File: config.mk
export PLATFORM = sky130hd
export DESIGN_NAME = aes_round_sequencer
export DESIGN_NICKNAME = d
export VERILOG_FILES = /design/src/rtl/aes_pkg.sv /design/src/rtl/aes_round_idx.sv /design/src/rtl/aes_round_sequencer.sv
export SDC_FILE = /design/constraint.sdc
export NUM_CORES = 1
export LEC_CHECK = 0
export BUFFER_PORTS_ARGS = -buffer_cell sky130_fd_sc_hd__buf_2
export CAP_MARGIN = 15
export CORE_UTILIZATION = 35
export DETAILED_ROUTE_END_ITERATION = 10
export GPL_TIMING_DRIVEN = 1
export SETUP_SLACK_MARGIN = 0.15
export SLEW_MARGIN = 15
export SYNTH_ARGS = -nofsm -noshare
export SYNTH_HDL_FRONTEND = slang
export SYNTH_SLANG_ARGS = --single-unit
File: constraint.sdc
create_clock -name clk -period 2.45 [get_ports clk]
set_clock_uncertainty 0.15 [all_clocks]
set_input_delay 0.49 -clock clk [delete_from_list [all_inputs] [get_ports clk]]
set_output_delay 0.49 -clock clk [all_outputs]
set_load 0.02 [all_outputs]
File: src/rtl/aes_pkg.sv
// Shared types and constants for the AES round sequencing logic.
// State encoding and legal round counts for AES-128/192/256.
package aes_pkg;

    typedef enum logic [1:0] {
        IDLE,
        KEY0,
        ROUND,
        OUT
    } state_e;

    localparam int NR_AES128 = 10;
    localparam int NR_AES192 = 12;
    localparam int NR_AES256 = 14;
    localparam int RW        = 4;

endpackage

File: src/rtl/aes_round_idx.sv
// Round counter for the AES sequencer.
// Clears to zero, steps by one on advance, saturates at NR.
module aes_round_idx #(
    parameter int NR = 14,
    parameter int RW = 4
) (
    input  logic          clk,
    input  logic          rst,
    input  logic          clear,
    input  logic          advance,
    output logic [RW-1:0] round,
    output logic          is_last
);

    localparam logic [RW-1:0] NR_L = RW'(NR);

    logic [RW-1:0] round_d;
    logic [RW-1:0] round_q;

    always_comb begin
        round_d = round_q;
        if (clear) begin
            round_d = '0;
        end else if (advance && (round_q != NR_L)) begin
            round_d = round_q + RW'(1);
        end
    end

    always_ff @(posedge clk or posedge rst) begin
        if (rst) begin
            round_q <= '0;
        end else begin
            round_q <= round_d;
        end
    end

    assign round   = round_q;
    assign is_last = (round_q == NR_L);

endmodule

File: src/rtl/aes_round_sequencer.sv
// Control FSM stepping one AES block through the shared round datapath,
// fetching each round key over req/ack and handing off the result.
module aes_round_sequencer #(
    parameter int NR = aes_pkg::NR_AES256,
    parameter int RW = 4
) (
    input  logic          clk,
    input  logic          rst,
    input  logic          in_valid,
    output logic          in_ready,
    output logic          key_req,
    output logic [RW-1:0] key_idx,
    input  logic          key_ack,
    output logic          dp_load,
    output logic          dp_round_en,
    output logic          dp_skip_mix,
    output logic [RW-1:0] round,
    output logic          busy,
    output logic          out_valid,
    input  logic          out_ready
);

    import aes_pkg::*;

    if (!(NR == NR_AES128 || NR == NR_AES192 || NR == NR_AES256)) begin : g_bad_nr
        $error("aes_round_sequencer: NR must be 10, 12 or 14");
    end

    state_e state_d;
    state_e state_q;
    logic   round_clear;
    logic   round_adv;
    logic   is_last;

    aes_round_idx #(
        .NR(NR),
        .RW(RW)
    ) u_round_idx (
        .clk    (clk),
        .rst    (rst),
        .clear  (round_clear),
        .advance(round_adv),
        .round  (round),
        .is_last(is_last)
    );

    always_ff @(posedge clk or posedge rst) begin
        if (rst) begin
            state_q <= IDLE;
        end else begin
            state_q <= state_d;
        end
    end

    always_comb begin
        state_d     = state_q;
        in_ready    = 1'b0;
        key_req     = 1'b0;
        key_idx     = '0;
        dp_load     = 1'b0;
        dp_round_en = 1'b0;
        dp_skip_mix = 1'b0;
        out_valid   = 1'b0;
        round_clear = 1'b0;
        round_adv   = 1'b0;
        unique case (state_q)
            IDLE: begin
                in_ready = 1'b1;
                if (in_valid) begin
                    state_d = KEY0;
                end
            end
            KEY0: begin
                key_req = 1'b1;
                if (key_ack) begin
                    dp_load   = 1'b1;
                    round_adv = 1'b1;
                    state_d   = ROUND;
                end
            end
            ROUND: begin
                key_req = 1'b1;
                key_idx = round;
                if (key_ack) begin
                    dp_round_en = 1'b1;
                    dp_skip_mix = is_last;
                    // last key consumed: counter stays parked at NR
                    if (is_last) begin
                        state_d = OUT;
                    end else begin
                        round_adv = 1'b1;
                    end
                end
            end
            OUT: begin
                out_valid = 1'b1;
                if (out_ready) begin
                    round_clear = 1'b1;
                    state_d     = IDLE;
                end
            end
            default: begin
                state_d = IDLE;
            end
        endcase
    end

    assign busy = (state_q != IDLE);

endmodule

==> results of run 1 <==
## what timing repair did
item                                    CTS  global route
endpoints found under the setup margin    0             0
hold endpoints to repair                  6             0
hold buffers                              1             0
## metal layers
layer,GRT usage,up-vias
li1,-,222
met1,0.176,174
met2,0.242,13
met3,0.0174,0
met4,0.129,0
met5,0,-
## cell families (layout without fill, tap and decap cells)
logic type,Yosys count,count (layout),synth area share
AO/OA/AOI/OAI,12,12,0.196
adder cells (fa/ha/maj),6,6,0.161
buffers and inverters,6,29,0.0483
flip-flops,6,6,0.322
multiplexers,1,1,0.0322
AND/OR/NAND/NOR,17,17,0.241
## registers in the layout, summed over array words and instances, names as in the netlist
name and count:
state_q 2, u_round_idx.round 4
## per-stage QoR
stage	util	power (mW)	setup WS, ns
2_1_floorplan	-	0.507	0.616
3_3_place_gp	0.495	0.626	0.546
3_5_place_dp	0.495	0.627	0.522
4_1_cts	0.522	0.721	0.316
5_1_grt	0.522	0.776	0.199
6_report	0.522	0.711	0.321
## cell type report
class | instances | area share
Multi-Input combinational cell | 36 | 0.481
Sequential cell | 6 | 0.245
Timing Repair Buffer | 20 | 0.172
Clock buffer | 3 | 0.0368
Inverter | 6 | 0.0368
Tap cell | 14 | 0.0286
## cell usage in the layout, fill, tap and decap left out, drive strengths merged
master,synthesis,routed
dlygate4sd3,0,1
o311ai,2,2
nand3,2,2
o211ai,1,1
buf,0,19
a2111o,1,1
or3,2,2
a21boi,1,1
or4,1,1
and2,8,8
inv,6,6
o41ai,2,2
mux2,1,1
and3,1,1
ha,6,6
clkbuf,0,3
o21ba,1,1
dfrtp,6,6
a21oi,2,2
o21ai,2,2
and2b,2,2
nand2,1,1
## Yosys cell counts
| cell | number | share of area |
|---|---|---|
| inv_1 | 6 | 0.048 |
| or4_1 | 1 | 0.016 |
| and2_1 | 3 | 0.040 |
| ha_1 | 6 | 0.16 |
| a21boi_0 | 1 | 0.016 |
| and2b_2 | 1 | 0.019 |
| o41ai_1 | 2 | 0.038 |
| and2b_1 | 1 | 0.016 |
| nand3_1 | 2 | 0.021 |
| and3_1 | 1 | 0.013 |
| dfrtp_1 | 6 | 0.32 |
| a2111o_1 | 1 | 0.024 |
| or3_1 | 2 | 0.027 |
| o211ai_1 | 1 | 0.016 |
| a21oi_1 | 2 | 0.021 |
| mux2_4 | 1 | 0.032 |
| and2_2 | 5 | 0.080 |
| nand2_1 | 1 | 0.0080 |
| o21ba_1 | 1 | 0.021 |
| o311ai_0 | 2 | 0.038 |
| o21ai_0 | 2 | 0.021 |
## power breakdown
| part | internal, mW | switching, mW | total [mW] | leakage (nW) |
|---|---|---|---|---|
| Sequential | 0.136 | 0.0403 | 0.176 | 0.0778 |
| Clock | 0.0550 | 0.0297 | 0.0847 | 0.0138 |
| Combinational | 0.187 | 0.264 | 0.451 | 0.255 |
| Total | 0.378 | 0.334 | 0.711 | 0.346 |
## how the worst min path moves through the flow
stage / startpoint / to / slack (ns)
3_3_place_gp: rst / state_q[0] / 0.26
5_1_grt: state_q[1] / state_q[1] / 0.44
6_report: u_round_idx.round[3] / u_round_idx.round[3] / 0.40
3_5_place_dp: rst / state_q[0] / 0.25
4_1_cts: u_round_idx.round[3] / u_round_idx.round[3] / 0.40
2_1_floorplan: rst / state_q[0] / 0.13
==> impl_metrics.ini, run 1 <==
[floorplan]
fp.dieH_um = 38.5
start_util = 0.399
die_width_um = 38.5
num_rows = 12
core-area_sq_mm = 0.00117
die_area_sq_mm = 0.00148
io_pins = 20

[worst_setup_path]
crit_path_start = u_round_idx.round[0]
worstPathMaxFanout = 7
cp-start-kind = flop
r2r_end = state_q[1]
critical_path.slowest_cell = dfrtp_1
cp.arrival_ns = 1.49
max_stage_delay_ns = 0.43
rr_worst_depth = 5
path_cells = inv_1 -> ha_1 -> and3_1 -> and2_1 -> buf_2
cp.depth = 5
endpoint = dp_skip_mix
r2r_setup_slack_ns = 0.51
required_ns = 1.81
end_kind = output pin
critPathTopFamily = flip-flops
r2r-start = state_q[0]
critPathBufInv = 2
critPathKind = flop to output pin

[final_layout]
multi_input_area_sq_um = 294
regArea_sq_um = 150
num-fill-cells = 117
finalInstanceArea_sq_um = 612
fin_cells = 85
drive_above_1_share = 0.408
antenna_cells = 0
layout.nets = 84
syn2layout_area_growth_pct = 31.1

[pwr]
power_density_mw_per_mm2 = 1160
vdd_drop_max_mv = 0.480
power_leakage_nw = 0.346

[route]
first_pass_iters = 4
m1WireLength_um = 459
dr_wl_met3_um = 51
wl_met2_um = 432
drtIter0Drc = 7
drcViolationCount = 0
antenna_left = 0
top_layer = met3
totalWireLength_um = 942
vias = 409
drt-vias-per-instance = 4.81
routedWlPerCell_um = 11.1

[sta]
worstMarginPinSlew_ns = 0.518
rsz0062_at_grt = false
fmax_mhz = 470
fin_setup_tns_ns = 0
post-route-period-util = 0.869
relSlewSlack = 0.653
timing.hold.ws_ns = 0.396
period_minus_slack_ns = 2.13
finalHoldViolCount = 0
drv_slew = 0
finalSetupViolCount = 0

[placed_design]
postPlaceCellArea_sq_um = 579
dp_hpwl_um = 751
io_buffers = 19
place.gp.congestion = 0.750
dp_cells = 81

[clock_tree]
cts_buffers = 3
htree_levels = 1
clk_path_buf_depth = 2
numClockSinks = 6
clkLatencyLatePin_ns = 0.24
cts_setup_buffers = 0
cts.reportedPaths.clkPinSlew_ns = 0.04
cts_root_buffer = clkbuf_4
cts_resized = 0
cts_tree = built

[grt]
grt_pass1_wl_um = 1500
grt_pass1_vias = 376
antenna_found_initial = 0
grt_max_degree = 10
grt_use_total = 0.151
grt_overflow = 0

[logic_synthesis]
syn_avg_cell_area_sq_um = 9.72
syn_nets = 59
synth-seq-cells = 6
ys_warn_count = 0
netlist_area_sq_um = 467
netlist_instances = 48
ys_seq_area_frac = 0.322
post_synth_num_cell_types = 21

[min_path]
hold_depth = 1
hold_path.class = flop to flop

[status]
status = completed

[run]
max-cap-violations = 0
No activity file was read; power rests on OpenSTA's default activity.
==> run 2: changes to the inputs <==
==> constraint.sdc (replaced) <==
create_clock -name clk -period 2.6 [get_ports clk]
set_clock_uncertainty 0.15 [all_clocks]
set_input_delay 0.52 -clock clk [delete_from_list [all_inputs] [get_ports clk]]
set_output_delay 0.52 -clock clk [all_outputs]
set_load 0.02 [all_outputs]
==> run 2 against run 1 <==
Effect of this change:
- wire length is 6.7% lower
- count of clock-buffer cells in the layout stayed put
- sequential power is 6% lower
- sequential share of layout area is 0.41 points higher
- global-route usage is 0.85 points lower
- combinational power is 7.1% lower
- via count is 1.5% higher
- worst setup slack better by 0.12 ns
==> impl_metrics.ini, run 2 (synthesized netlist as in run 1, its figures left out) <==
[status]
status = completed

[clock_tree]
cts_root_buffer = clkbuf_4
cts_setup_buffers = 0
htree_levels = 1
cts_tree = built
numClockSinks = 6
hold_buffers = 0
cts_buffers = 3
clk_path_buf_depth = 2
cts.reportedPaths.clkPinSlew_ns = 0.04
cts_resized = 0
clkLatencyLatePin_ns = 0.24

[worst_setup_path]
critPathKind = flop to output pin
cp.arrival_ns = 1.49
end_kind = output pin
required_ns = 1.93
worstPathMaxFanout = 9
cp-start-kind = flop
r2r_setup_slack_ns = 0.65

[grt]
antenna_found_initial = 0
grt_pass1_vias = 341
grt_overflow = 0
grt_use_total = 0.143
grt_max_degree = 10
grt_pass1_wl_um = 1420

[floorplan]
fp.dieH_um = 38.5
die_width_um = 38.5
num_rows = 12
die_area_sq_mm = 0.00148
io_pins = 20
core-area_sq_mm = 0.00117
start_util = 0.399

[final_layout]
final_cell_mix = buf_2, inv_1, ha_1, dfrtp_1, and2_2
largest_reg_flops = 4
antenna_cells = 0
fin_util = 0.514
num-fill-cells = 114
final_common_cell = buf_2
drive_above_1_share = 0.414
syn2layout_area_growth_pct = 29.0
layout.nets = 83

[route]
drcViolationCount = 0
drtIter0Drc = 7
totalWireLength_um = 879
routedWlPerCell_um = 10.5
drt-vias-per-instance = 4.94
antenna_left = 0
first_pass_iters = 4
vias = 415

[sta]
finalHoldViolCount = 0
drv_slew = 0
rsz0062_at_grt = false
post-route-period-util = 0.830
finalSetupViolCount = 0
worstMarginPinSlew_ns = 0.457
relSlewSlack = 0.694
period_minus_slack_ns = 2.16
fmax_mhz = 463
timing.hold.ws_ns = 0.0232
fin_setup_tns_ns = 0

[placed_design]
dp_hpwl_um = 739
io_buffers = 19
place.gp.congestion = 0.733

[pwr]
finalPower_mw = 0.666
p_comb_frac = 0.629
p_int_mw = 0.355
vdd_drop_max_mv = 0.611
switching_share = 0.467
power_density_mw_per_mm2 = 1110
seq_power_share = 0.249
switchingPower_mw = 0.311
p_clk_frac = 0.122
power_leakage_nw = 0.342

[run]
max-cap-violations = 0

[min_path]
hold_path.class = primary input to async pin
run 2: cell count changes in the layout (fill, tap and decap cells not counted):
cell	delta
dlygate4sd3_1	-1
run 2: path summary, 6_finish.rpt:
path                                      start                   end  cells after the start
setup / recovery                     state_q[0]           dp_skip_mix                      5
hold / removal                              rst            state_q[1]                      2
setup reg to reg                     state_q[0]            state_q[1]                      5
hold reg to reg            u_round_idx.round[3]  u_round_idx.round[3]                      1
min in group clk           u_round_idx.round[3]  u_round_idx.round[3]                      1
max in group asynchronous                   rst  u_round_idx.round[0]                      2
run 2: power groups by stage:
stage / Clock, mW / Sequential [mW] / Combinational, mW
6_report: 0.0812 / 0.165 / 0.419
2_1_floorplan: 0 / 0.178 / 0.299
5_1_grt: 0.0954 / 0.171 / 0.469
3_5_place_dp: 0 / 0.167 / 0.424
4_1_cts: 0.0846 / 0.166 / 0.426
3_3_place_gp: 0 / 0.166 / 0.426
run 2: per-stage QoR:
stage,area [sq um],std cells,worst slack [ns]
floorplan,467,48,0.742
global placement,579,81,0.642
detailed placement,579,81,0.650
CTS,602,84,0.431
global route,602,84,0.349
finish,602,84,0.441
run 2: critical path, stage by stage (launching register included):
cell and delay (ns):
dfrtp_1 0.37, inv_1 0.08, ha_1 0.28, and2_2 0.23, and2_1 0.14, buf_2 0.15
run 2: metal layers:
layer | vias to the layer above | wire length (um) | track usage
met2 | 17 | 372 | 0.200
met1 | 177 | 444 | 0.187
met4 | 0 | 17 | 0.103
li1 | 219 | - | -
met5 | - | 0 | 0
met3 | 2 | 44 | 0.0349
run 2: area by class of cell:
type                       instances  area, sq um  share of cell area
multi-input combinational         36          294               0.489
sequential                         6          150               0.249
timing repair buffer              19         95.1               0.158
clock buffer                       3         22.5              0.0374
inverter                           6         22.5              0.0374
tap                               14         17.5              0.0291
